`src/rtl/gpio_led_pwm_ctrl.sv`:
```
// Multi-channel LED driver with per-channel off/on/PWM/blink modes and frame-synchronous
// duty updates, plus a synchronised and debounced push-button input.
module gpio_led_pwm_ctrl #(
    parameter int CH        = 8,
    parameter int PWM_W     = 8,
    parameter int PRESC     = 48,
    parameter int BLINK_DIV = 64,
    parameter int DEB_CNT   = 48000,
    parameter bit BTN_IDLE  = 1'b1
) (
    input  logic             clk_clk,
    input  logic             reset_reset_n,
    input  logic             wr_en,
    input  logic [4:0]       wr_ch,
    input  logic [1:0]       wr_mode,
    input  logic [PWM_W-1:0] wr_duty,
    input  logic             oe_en,
    output logic [CH-1:0]    led_o,
    output logic             led_oe,
    input  logic             btn_i,
    output logic             btn_level,
    output logic             btn_rise
);

    localparam int PRE_W = (PRESC > 1) ? $clog2(PRESC) : 1;
    localparam int BLK_W = (BLINK_DIV > 1) ? $clog2(BLINK_DIV) : 1;
    localparam int DEB_W = $clog2(DEB_CNT);
    localparam logic [PRE_W-1:0] PRE_LAST = PRE_W'(PRESC - 1);
    localparam logic [BLK_W-1:0] BLK_LAST = BLK_W'(BLINK_DIV - 1);
    localparam logic [DEB_W-1:0] DEB_LAST = DEB_W'(DEB_CNT - 1);

    logic [PRE_W-1:0] pre_cnt;
    logic [PWM_W-1:0] pwm_cnt;
    logic [BLK_W-1:0] blink_cnt;
    logic             blink_phase;
    logic             tick;
    logic             frame_end;

    function automatic logic led_next(input logic [1:0]       m,
                                      input logic [PWM_W-1:0] cnt,
                                      input logic [PWM_W-1:0] duty,
                                      input logic             phase);
        case (m)
            2'd0:    led_next = 1'b0;
            2'd1:    led_next = 1'b1;
            2'd2:    led_next = (cnt < duty);
            default: led_next = phase && (cnt < duty);
        endcase
    endfunction

    assign tick      = (pre_cnt == PRE_LAST);
    assign frame_end = tick && (pwm_cnt == '1);

    always_ff @(posedge clk_clk or negedge reset_reset_n) begin
        if (!reset_reset_n) begin
            pre_cnt     <= '0;
            pwm_cnt     <= '0;
            blink_cnt   <= '0;
            blink_phase <= 1'b0;
        end else begin
            pre_cnt <= tick ? '0 : pre_cnt + 1'b1;
            if (tick) begin
                pwm_cnt <= pwm_cnt + 1'b1;
            end
            if (frame_end) begin
                if (blink_cnt == BLK_LAST) begin
                    blink_cnt   <= '0;
                    blink_phase <= ~blink_phase;
                end else begin
                    blink_cnt <= blink_cnt + 1'b1;
                end
            end
        end
    end

    // Per channel: mode applies at once, duty goes via shadow and lands only on frame_end.
    for (genvar i = 0; i < CH; i++) begin : g_ch
        logic             hit;
        logic [1:0]       mode;
        logic [PWM_W-1:0] shadow;
        logic [PWM_W-1:0] active;
        logic             led_q;

        assign hit = wr_en && (wr_ch == 5'(i));

        always_ff @(posedge clk_clk or negedge reset_reset_n) begin
            if (!reset_reset_n) begin
                mode   <= '0;
                shadow <= '0;
                active <= '0;
                led_q  <= 1'b0;
            end else begin
                if (hit) begin
                    mode   <= wr_mode;
                    shadow <= wr_duty;
                end
                if (frame_end) begin
                    active <= hit ? wr_duty : shadow;
                end
                led_q <= led_next(mode, pwm_cnt, active, blink_phase);
            end
        end

        assign led_o[i] = led_q;
    end

    always_ff @(posedge clk_clk or negedge reset_reset_n) begin
        if (!reset_reset_n) begin
            led_oe <= 1'b0;
        end else begin
            led_oe <= oe_en;
        end
    end

    logic             btn_sync_p0;
    logic             btn_sync_p1;
    logic [DEB_W-1:0] deb_cnt;
    logic             deb_done;

    // Any return of the synchronised level to btn_level restarts the stability count.
    assign deb_done = (btn_sync_p1 != btn_level) && (deb_cnt == DEB_LAST);

    always_ff @(posedge clk_clk or negedge reset_reset_n) begin
        if (!reset_reset_n) begin
            btn_sync_p0 <= BTN_IDLE;
            btn_sync_p1 <= BTN_IDLE;
            deb_cnt     <= '0;
            btn_level   <= BTN_IDLE;
            btn_rise    <= 1'b0;
        end else begin
            btn_sync_p0 <= btn_i;
            btn_sync_p1 <= btn_sync_p0;
            btn_rise    <= deb_done && btn_sync_p1;
            if (btn_sync_p1 == btn_level) begin
                deb_cnt <= '0;
            end else if (deb_done) begin
                deb_cnt   <= '0;
                btn_level <= btn_sync_p1;
            end else begin
                deb_cnt <= deb_cnt + 1'b1;
            end
        end
    end

endmodule

```
`config.mk`:
```
export PLATFORM = sky130hd
export DESIGN_NAME = gpio_led_pwm_ctrl
export DESIGN_NICKNAME = d
export VERILOG_FILES = /design/src/rtl/gpio_led_pwm_ctrl.sv
export SDC_FILE = /design/constraint.sdc
export NUM_CORES = 1
export LEC_CHECK = 0
export ABC_CLOCK_PERIOD_IN_PS = 4500
export CAP_MARGIN = 20
export CORE_MARGIN = 2
export CORE_UTILIZATION = 50
export DETAILED_ROUTE_END_ITERATION = 16
export PLACE_DENSITY = 0.79
export SLEW_MARGIN = 20
export SYNTH_ARGS = -nofsm -noshare
export SYNTH_HDL_FRONTEND = slang
export SYNTH_SLANG_ARGS = --single-unit
export TNS_END_PERCENT = 1
```
`constraint.sdc`:
```
create_clock -name clk_clk -period 4.5 [get_ports clk_clk]
set_clock_uncertainty 0.15 [all_clocks]
set_input_delay 1.125 -clock clk_clk [delete_from_list [all_inputs] [get_ports clk_clk]]
set_output_delay 1.125 -clock clk_clk [all_outputs]
set_load 0.01 [all_outputs]
```
## After elaboration in Yosys (flattened, before gate mapping)

Index checks and enable logic that the tools add are counted.

| operators by class | value |
|---|---|
| magnitude comparators | 8 |
| bitwise logic cells | 2 |
| eq/ne operators | 29 |
| add/sub/neg operators | 4 |
| mux-type cells | 20 |
| reductions and logical operators | 30 |

Operators with widths:

| kind | number |
|---|---|
| $lt 8x8->1 | 8 |
| $mux 8 | 8 |
| $mux 16 | 2 |
| $pmux 1 s3 | 8 |
| $eq 5x3->1 const B | 4 |
| $logic_and 1x1->1 | 19 |
| $add 16x1->16 const B | 1 |
| $eq 16x16->1 const B | 1 |
| $eq 2x1->1 const B | 8 |
| $eq 2x2->1 const B | 8 |
| $logic_not 2->1 | 8 |
| $add 6x1->6 const B | 2 |
| $eq 6x6->1 const B | 2 |
| $mux 6 | 2 |
| $eq 5x2->1 const B | 2 |
| $add 8x1->8 const B | 1 |
| $eq 8x8->1 const B | 1 |
| $eq 5x1->1 const B | 1 |
| $logic_not 5->1 | 1 |
| $reduce_and 2->1 | 2 |
| $not 1->1 | 2 |
| $eq 1x1->1 | 1 |
| $ne 1x1->1 | 1 |

| storage, ports and cells | value |
|---|---|
| output and inout port bits | 11 |
| flip-flop bits (word level) | 194 |
| logic and storage cells | 135 |
| bits of input ports | 20 |

## Logic depth before layout (Yosys ltp)

Gate-level depths: netlist of run 1.

| logic depth | value |
|---|---|
| depth after elaboration | 4 |
| gate-level depth with buffers | 7 |
| depth with buffers taken out | 6 |

## Worst setup path after synthesis of run 1

No wires, ideal clock.

| timing path | value |
|---|---|
| path type | input to register |
| start point | input wr_ch[2] |
| end point | register g_ch[3].active[0] |
| stages | 5 |
| required time | 4,225 ps |
| arrival | 2,460 ps |
| slack | 1,765 ps |
| path buffers | 1 |
| library setup time | 125 ps |
| path through | nor4b_2 and3_1 buf_2 mux2_2 mux2_4 |

| between the ends | value |
|---|---|
| longest elaborated chain between the ends | 3 |

Ends and longest elaborated chain:

| item | RTL line | RTL |
|---|---|---|
| start, declared | 14 | `input logic [4:0] wr_ch,` |
| $eq 5x2->1 | 84 | `assign hit = wr_en && (wr_ch == 5'(i));` |
| $logic_and 1x1->1 | 84 |  |
| $mux 8 | -- |  |
| end signal, assigned | 98 | `active <= hit ? wr_duty : shadow;` |
| end, declared | 81 | `logic [PWM_W-1:0] active;` |

Every way passes these cells.
A chain may end at the register's enable or synchronous reset.

## Final worst setup path of run 1

| timing path | value |
|---|---|
| start point | register pwm_cnt[1] |
| end point | register g_ch[0].active[6] |

| between the ends | value |
|---|---|
| longest elaborated chain between the ends | 2 |

Ends and longest elaborated chain:

| item | RTL line | RTL |
|---|---|---|
| start, declared | 33 | `logic [PWM_W-1:0] pwm_cnt;` |
| start signal, assigned | 63 | `pwm_cnt <= pwm_cnt + 1'b1;` |
| $eq 8x8->1 | 52 | `assign frame_end = tick && (pwm_cnt == '1);` |
| $logic_and 1x1->1 | 52 |  |
| end signal, assigned | 98 |  |
| end, declared | 81 |  |

Every way passes these cells.

==> results.yml, run 1 <==
setup_path:
  worstPathRequired_ns: 4.67
  crit_path_cell_trace: "ha_1, nand4b_1, or4_4, buf_4, mux2_4"
  crit_type: "flip-flop to flip-flop"
  slowest_delay_ns: 0.94
  cp_num_buf_inv: 1
  crit_fanout: 54
  cp-end-kind: "flip-flop"
  crit_path_start_kind: "flip-flop"
  crit_slowest_cell: "or4_4"
  cp_data_arrival_time_ns: 3.37
  critPathTopFamily: "simple AND/OR/NAND/NOR gates"
finish:
  multiInputGateArea_mm2: 0.00405
  nFillCells: 1444
  drive_gt1_share_pct: 25.1
  n_antenna_cell: 0
  nets: 825
  final_util_pct: 57.2
  regArea_mm2: 0.00486
  design_area_mm2: 0.0104
  area_delta_synth_final_pct: 11.3
global_route:
  grt_pass1_vias: 5657
  grt-ovfl-total: 0
  grt_max_degree: 83
  grt_pass1_wl_um: 29200
  antenna_found_initial: 0
  grt.total_usage_pct: 19.2
sta:
  period_needed_ns: 3.20
  tns_ns: 0
  setup_viol: 0
  drv_slew: 0
  timing.hold.ws_ns: 0.213
  hold_viol: 0
  max_slew_margin_pct: 33.9
  rsz0062_at_grt: "false"
  fin_crit_sh_pct: 71.2
  worstMarginPinSlew_ns: 0.991
  fmax_mhz: 312
route:
  vias: 5414
  first_pass_iters: 4
  drt_wl_total_um: 17300
  via_per_inst: 5.49
  wl_per_cell_um: 17.5
  drc: 0
  drt_iter0_markers: 262
  ant_nets: 0
job:
  drv_cap: 0
clock_network:
  insertion_delay_ns: 0.44
  cts_tree: "yes"
  post_cts_buffers: 0
  cts-root-buf: "clkbuf_16"
  numClockSinks: 194
  clockBufferDepth: 2
  numCtsBuffers: 17
  cts_resized: 0
  htree_levels: 4
  clkTransAtPathRegs_ns: 0.07
  cts_hold_buf: 0
logic_synthesis:
  synth_edf_count: 0
  ys_types: 42
  syn_inst: 715
  synth_top_area_share_pct: 51.4
  synth_common_cells: "dfrtp_1 (191), mux2_2 (93), inv_1 (61), ha_1 (60), mux2_4 (54)"
  syn_nets: 795
  synth.largest_area_cell: "dfrtp_1"
  ys_top_cells_by_area: "dfrtp_1 (51%), mux2_2 (11%), mux2_4 (8.7%)"
  syn_area_per_cell_um2: 13.0
  ys.warnings.count: 0
  yosysMostFrequentCell: "dfrtp_1"
  ys_ff_latch: 194
  seq_area_frac_synth_pct: 52.2
  synthFlopType: "dfrtp_1"
  synth_area_mm2: 0.00931
  async_reset_ff_share_pct: 100
hold_path:
  hold_path_class: "flip-flop to flip-flop"
die:
  dieArea_mm2: 0.0197
  design.core.area_mm2: 0.0181
  io_pins: 31
  start_util_pct: 51.4
  die_w_um: 140
  rows: 49
  die_h_um: 140
pwr:
  p_per_area_mw_per_mm2: 368
  peakVddDrop_mv: 0.333
  finalPower_mw: 3.81
  p_leak_nw: 5.05
outcome:
  status: "finished clean"
placement:
  port_buffers: 30
  place_area_mm2: 0.00976
  dpl.hpwl_um: 11100
  place_congestion: 0.769
## kinds of logic (layout without fill, tap and decap cells)
logic type      after synthesis  after routing  share of synthesized area, %
compound gates               76             76                          5.70
flops                       194            194                          52.2
mux                         147            147                          20.0
simple gates                128            128                          7.29
buf+inv                      84            127                          4.32
xor+xnor                     26             26                          2.45
fa+ha+maj                    60             60                          8.07
## per-stage QoR
stage	setup WS, ns	cells
2_1_floorplan	1.76	715
3_3_place_gp	1.03	955
3_5_place_dp	0.977	955
4_1_cts	1.33	987
5_1_grt	1.21	987
6_report	1.30	987
## where the power goes
part / switching [mW] / internal, mW
combinational: 0.167 / 0.184
clock: 0.709 / 0.791
sequential: 0.0570 / 1.90
## state kept, by name (all words and copies together) (netlist names), 6 cells and up
| signal | cells |
|---|---|
| blink_cnt | 6 |
| deb_cnt | 16 |
| g_ch.active | 64 |
| g_ch.led_q | 8 |
| g_ch.mode | 16 |
| g_ch.shadow | 64 |
| pre_cnt | 6 |
| pwm_cnt | 8 |
## area by class of cell
class / instances / share of cell area [%]
inverters: 62 / 2.25
well taps: 229 / 2.77
repair buffers: 33 / 3.28
flip-flops and latches: 194 / 46.9
clock inverters: 14 / 1.56
multi-input cells: 437 / 39.1
clock buffers: 18 / 4.15
## worst register-to-register path, stage by stage, from the launching register on
cell and delay, ns:
dfrtp_1 0.73, ha_1 0.33, nand4b_1 0.15, or4_4 0.94, buf_4 0.46, mux2_4 0.34
## cell usage in the layout, fill, tap and decap left out, drive strengths merged, types with 2 or more instances in the layout
| master | Yosys | final |
|---|---|---|
| a21oi | 25 | 25 |
| nand3 | 9 | 9 |
| o211ai | 17 | 17 |
| a211o | 8 | 8 |
| and3 | 5 | 5 |
| nor2b | 10 | 10 |
| o21a | 8 | 8 |
| and2 | 3 | 3 |
| a21o | 4 | 4 |
| ha | 60 | 60 |
| and4 | 2 | 2 |
| dfrtp | 191 | 191 |
| inv | 61 | 69 |
| o21bai | 2 | 2 |
| nor4 | 2 | 2 |
| xnor2 | 12 | 12 |
| dfstp | 3 | 3 |
| nor3b | 3 | 3 |
| clkdlybuf4s50 | 0 | 29 |
| clkinv | 1 | 6 |
| nand2b | 16 | 16 |
| mux2 | 147 | 147 |
| a221oi | 8 | 8 |
| nor3 | 7 | 7 |
| nor2 | 25 | 25 |
| or4 | 2 | 2 |
| xor2 | 14 | 14 |
| buf | 18 | 3 |
| nand4 | 10 | 10 |
| nand2 | 31 | 31 |
| clkbuf | 4 | 19 |
## metal layers
metal  wire [um]  GRT usage [%]  vias to the layer above  part of all wire (%)
li1            -              -                     2569                     -
met1        8350           26.6                     2755                    48
met2        8230           30.7                       70                    48
met3         484           4.31                       20                   2.8
met4         252           5.05                        0                   1.5
met5           0              0                        -                     0
## path summary, 6_finish.rpt
kind | end | cells past startpoint | slack, ns | from
worst min register to register | btn_sync_p1$_DFF_PN1_ | 0 | 0.21 | btn_sync_p0$_DFF_PN1_
worst max-delay path | g_ch[0].active[6]$_DFFE_PN0P_ | 5 | 1.30 | pwm_cnt[1]$_DFFE_PN0N_
min in group asynchronous | g_ch[0].shadow[1]$_DFF_PN0_ | 1 | 0.57 | reset_reset_n
worst max register to register | g_ch[0].active[6]$_DFFE_PN0P_ | 5 | 1.30 | pwm_cnt[1]$_DFFE_PN0N_
worst min-delay path | btn_sync_p1$_DFF_PN1_ | 0 | 0.21 | btn_sync_p0$_DFF_PN1_
max in group asynchronous | g_ch[1].active[7]$_DFFE_PN0P_ | 2 | 2.73 | reset_reset_n
(Power assumes the default switching activity.)
==> inputs of run 2 (changes only) <==
--- a/config.mk
+++ b/config.mk
@@ -5,12 +5,12 @@
 export SDC_FILE = /design/constraint.sdc
 export NUM_CORES = 1
 export LEC_CHECK = 0
-export ABC_CLOCK_PERIOD_IN_PS = 4500
+export ABC_CLOCK_PERIOD_IN_PS = 2900
 export CAP_MARGIN = 20
 export CORE_MARGIN = 2
 export CORE_UTILIZATION = 50
 export DETAILED_ROUTE_END_ITERATION = 16
-export PLACE_DENSITY = 0.79
+export PLACE_DENSITY = 0.82
 export SLEW_MARGIN = 20
 export SYNTH_ARGS = -nofsm -noshare
 export SYNTH_HDL_FRONTEND = slang
==> constraint.sdc (replaced) <==
create_clock -name clk_clk -period 2.9 [get_ports clk_clk]
set_clock_uncertainty 0.15 [all_clocks]
set_input_delay 0.725 -clock clk_clk [delete_from_list [all_inputs] [get_ports clk_clk]]
set_output_delay 0.725 -clock clk_clk [all_outputs]
set_load 0.01 [all_outputs]
==> results.yml, run 2 (same netlist as run 1, synthesis figures left out) <==
outcome:
  status: "finished clean"
setup_path:
  crit_fanout: 4
  cp_num_buf_inv: 1
  worstPathRequired_ns: 2.03
  crit_path_start_kind: "flip-flop"
  crit_path_cell_trace: "clkdlybuf4s50_1"
  critPathTopFamily: "flip-flops"
  cp-end-kind: "output port"
  crit_type: "flip-flop to output port"
  cp_data_arrival_time_ns: 1.53
  slowest_delay_ns: 0.56
  crit_slowest_cell: "dfstp_2"
die:
  start_util_pct: 51.4
  io_pins: 31
  rows: 49
  dieArea_mm2: 0.0197
  design.core.area_mm2: 0.0181
  die_w_um: 140
  die_h_um: 140
hold_path:
  hold_path_class: "input pin to async pin"
sta:
  setup_viol: 0
  period_needed_ns: 2.41
  worstMarginPinSlew_ns: 0.778
  fin_crit_sh_pct: 83.0
  drv_slew: 0
  fmax_mhz: 416
  hold_viol: 0
  rsz0062_at_grt: "false"
  max_slew_margin_pct: 47.8
  tns_ns: 0
placement:
  port_buffers: 30
  place_congestion: 0.797
  place_area_mm2: 0.0100
  dpl.hpwl_um: 11900
finish:
  area_delta_synth_final_pct: 14.1
  reg.largest.list: "g_ch.active x64, g_ch.shadow x64"
  drive_gt1_share_pct: 27.1
  design_area_mm2: 0.0106
  nets: 847
  final_cell_mix: "dfrtp_1 (191), mux2_2 (93), inv_1 (61)"
  final_common_cell: "dfrtp_1"
  n_antenna_cell: 0
clock_network:
  cts_hold_buf: 0
  numClockSinks: 194
  post_cts_buffers: 0
  cts_resized: 0
  cts-root-buf: "clkbuf_16"
  insertion_delay_ns: 0.44
  numCtsBuffers: 17
  clockBufferDepth: 2
  cts_tree: "yes"
  clkTransAtPathRegs_ns: 0.06
  htree_levels: 4
global_route:
  grt_pass1_vias: 5900
  grt_max_degree: 69
  antenna_found_initial: 0
  grt-ovfl-total: 0
  grt_pass1_wl_um: 31000
  grt.total_usage_pct: 20.5
route:
  drt_iter0_markers: 316
  vias: 5588
  ant_nets: 0
  via_per_inst: 5.54
  drc: 0
  wl_per_cell_um: 18.7
  first_pass_iters: 5
  drt_wl_total_um: 18800
job:
  drv_cap: 0
pwr:
  p_per_area_mw_per_mm2: 563
  p_leak_nw: 5.20
  peakVddDrop_mv: 0.541
-- run 2: layout make-up --
type / instances / area (um2)
fill: 1377 / 7470
sequential: 194 / 4860
multi-input combinational: 437 / 4050
timing repair buffer: 55 / 604
clock buffer: 19 / 443
tap: 229 / 287
inverter: 62 / 233
clock inverter: 12 / 148
-- run 2: power by group --
group,leakage [nW],total [mW],switching (mW),internal (mW)
clock network,0.283,2.36,1.06,1.31
registers,2.58,3.05,0.0971,2.95
logic,2.33,0.563,0.268,0.295
total,5.20,5.98,1.42,4.56
-- run 2: per-stage QoR --
step	hold slack (ns)	total power, mW	instances	utilization [%]	setup WS [ns]
detailed placement	0.199	3.66	977	55.4	0.0536
finish	0.141	5.98	1008	58.7	0.494
CTS	0.155	6.03	1008	58.7	0.477
global route	0.171	6.22	1008	58.7	0.422
global placement	0.197	3.62	977	55.4	0.0975
floorplan	0.195	3.43	715	-	0.565
-- run 2: worst paths after layout --
check | startpoint | to | slack, ns | cells past startpoint
worst max register to register | pre_cnt[0]$_DFF_PN0_ | blink_phase$_DFFE_PN0P_ | 0.54 | 6
worst max-delay path | btn_level$_DFFE_PN1P_ | btn_level | 0.49 | 1
min in group clk_clk | btn_sync_p0$_DFF_PN1_ | btn_sync_p1$_DFF_PN1_ | 0.21 | 0
worst min register to register | btn_sync_p0$_DFF_PN1_ | btn_sync_p1$_DFF_PN1_ | 0.21 | 0
max in group asynchronous | reset_reset_n | g_ch[2].active[3]$_DFFE_PN0P_ | 1.78 | 2
worst min-delay path | reset_reset_n | blink_cnt[2]$_DFFE_PN0P_ | 0.14 | 1
-- run 2: metal layers --
metal	GRT usage (%)	share of wire (%)	up-vias	routed length, um
li1	-	-	2608	-
met1	28.3	46	2838	8590
met2	32.5	47	109	8880
met3	4.27	4.4	33	835
met4	7.44	2.8	0	529
met5	0	0	-	0
==> inputs of run 3 (changes only) <==
--- a/config.mk
+++ b/config.mk
@@ -5,7 +5,7 @@
 export SDC_FILE = /design/constraint.sdc
 export NUM_CORES = 1
 export LEC_CHECK = 0
-export ABC_CLOCK_PERIOD_IN_PS = 2900
+export ABC_CLOCK_PERIOD_IN_PS = 2100
 export CAP_MARGIN = 20
 export CORE_MARGIN = 2
 export CORE_UTILIZATION = 50
==> constraint.sdc (replaced) <==
create_clock -name clk_clk -period 2.1 [get_ports clk_clk]
set_clock_uncertainty 0.15 [all_clocks]
set_input_delay 0.525 -clock clk_clk [delete_from_list [all_inputs] [get_ports clk_clk]]
set_output_delay 0.525 -clock clk_clk [all_outputs]
set_load 0.01 [all_outputs]
==> results.yml, run 3 (same netlist as run 1, synthesis figures left out) <==
sta:
  timing.hold.ws_ns: 0.208
  period_needed_ns: 2.11
  setup_viol: 18
  setup_slack_ns: -0.0146
  max_slew_margin_pct: 72.2
  rsz0062_at_grt: "true"
  fin_crit_sh_pct: 101
  worstMarginPinSlew_ns: 0.417
  hold_viol: 0
  fmax_mhz: 473
  drv_slew: 0
finish:
  final_cell_mix: "dfrtp_1 (190), mux2_2 (93), inv_1 (61)"
  area_delta_synth_final_pct: 17.7
  reg.largest.list: "g_ch.active x64, g_ch.shadow x64"
  drive_gt1_share_pct: 30.0
  n_antenna_cell: 0
  nets: 874
  final_common_cell: "dfrtp_1"
route:
  ant_nets: 0
  first_pass_iters: 4
  drt_wl_total_um: 19400
  wl_per_cell_um: 18.8
  drt_iter0_markers: 371
  drc: 0
  via_per_inst: 5.51
  vias: 5707
pwr:
  p_per_area_mw_per_mm2: 790
  p_leak_nw: 5.41
  peakVddDrop_mv: 0.637
  finalPower_mw: 8.65
clock_network:
  cts_tree: "yes"
  numCtsBuffers: 17
  htree_levels: 4
  post_cts_buffers: 0
  cts-root-buf: "clkbuf_16"
  clockBufferDepth: 2
  clkTransAtPathRegs_ns: 0.07
  insertion_delay_ns: 0.44
  numClockSinks: 194
die:
  rows: 49
  die_w_um: 140
  start_util_pct: 51.4
  dieArea_mm2: 0.0197
  die_h_um: 140
  io_pins: 31
  design.core.area_mm2: 0.0181
outcome:
  status: "finished, violations left"
  violations: "setup timing"
setup_path:
  worstReg2RegEnd: "g_ch[3].active[2]$_DFFE_PN0P_"
  crit_path_start: "pwm_cnt[0]$_DFFE_PN0N_"
  crit_end: "g_ch[3].active[2]$_DFFE_PN0P_"
  r2r_setup_slack_ns: -0.01
  cp_data_arrival_time_ns: 2.29
  crit_type: "flip-flop to flip-flop"
  crit_path_start_kind: "flip-flop"
  worst_r2r_path_depth: 5
  cp-end-kind: "flip-flop"
  reg2reg_from: "pwm_cnt[0]$_DFFE_PN0N_"
  worstPathRequired_ns: 2.27
  crit_fanout: 39
placement:
  dpl.hpwl_um: 12300
  port_buffers: 30
  dp_slack_ns: -0.599
  place_congestion: 0.804
global_route:
  grt_pass1_vias: 6169
  grt.total_usage_pct: 21.3
  antenna_found_initial: 0
  grt_max_degree: 61
  grt-ovfl-total: 0
  grt_pass1_wl_um: 32100
job:
  drv_cap: 0
hold_path:
  hold_path_class: "flip-flop to flip-flop"
[run 3: cell count changes in the layout (fill, tap and decap cells not counted), moves of 3 or more]
cell	change
inv_6	-3
dlygate4sd2_1	+5
buf_4	+23
clkdlybuf4s50_1	-5
bufinv_16	+3
[run 3: how the worst min path moves through the flow]
stage                     startpoint                       end  depth (start not counted)
6_report       btn_sync_p0$_DFF_PN1_     btn_sync_p1$_DFF_PN1_                          0
5_1_grt        btn_sync_p0$_DFF_PN1_     btn_sync_p1$_DFF_PN1_                          0
4_1_cts        btn_sync_p0$_DFF_PN1_     btn_sync_p1$_DFF_PN1_                          0
3_5_place_dp   btn_sync_p0$_DFF_PN1_     btn_sync_p1$_DFF_PN1_                          0
3_3_place_gp   btn_sync_p0$_DFF_PN1_     btn_sync_p1$_DFF_PN1_                          0
2_1_floorplan          reset_reset_n  blink_cnt[0]$_DFFE_PN0P_                          0
[run 3: per-layer routing]
layer	up-vias	global-route usage [%]	share of wire, %
li1	2661	-	-
met1	2881	27.4	44
met2	121	34.7	49
met3	44	5.40	4.3
met4	0	8.67	2.9
met5	-	0	0
[run 3: final cells by class]
class / count / area [um2]
Fill cell: 1354 / 7130
Sequential cell: 194 / 4860
Multi-Input combinational cell: 437 / 4090
Timing Repair Buffer: 82 / 832
Clock buffer: 21 / 460
Tap cell: 229 / 287
Inverter: 62 / 233
Clock inverter: 11 / 200
[run 3: power breakdown]
group | internal [mW] | leakage (nW) | switching [mW]
sequential | 4.08 | 2.58 | 0.125
combinational | 0.425 | 2.51 | 0.382
clock | 2.19 | 0.320 | 1.45
total | 6.70 | 5.41 | 1.96
[run 3: repair_timing]
action / 4_1_cts / 5_1_grt
gates resized for setup: 8 / 1
gates cloned: 0 / 0
endpoints found under the hold margin: 22 / 0
hold buffers: 1 / 0
setup endpoints to repair: 63 / 40
[run 3: stage by stage]
step | util, % | setup TNS (ns) | cell area, um2 | cells
floorplan | - | 0 | 9330 | 715
global placement | 56.8 | -49.85 | 10300 | 1003
detailed placement | 56.8 | -54.39 | 10300 | 1003
CTS | 60.5 | -0.0256 | 11000 | 1036
global route | 60.6 | -0.939 | 11000 | 1036
finish | 60.6 | -0.117 | 11000 | 1036
[run 3: worst max-delay path, stage by stage (launching register included)]
cell	delay, ns
dfrtp_1	0.40
ha_4	0.16
nand4b_1	0.12
or4_4	0.57
buf_12	0.23
mux2_4	0.33
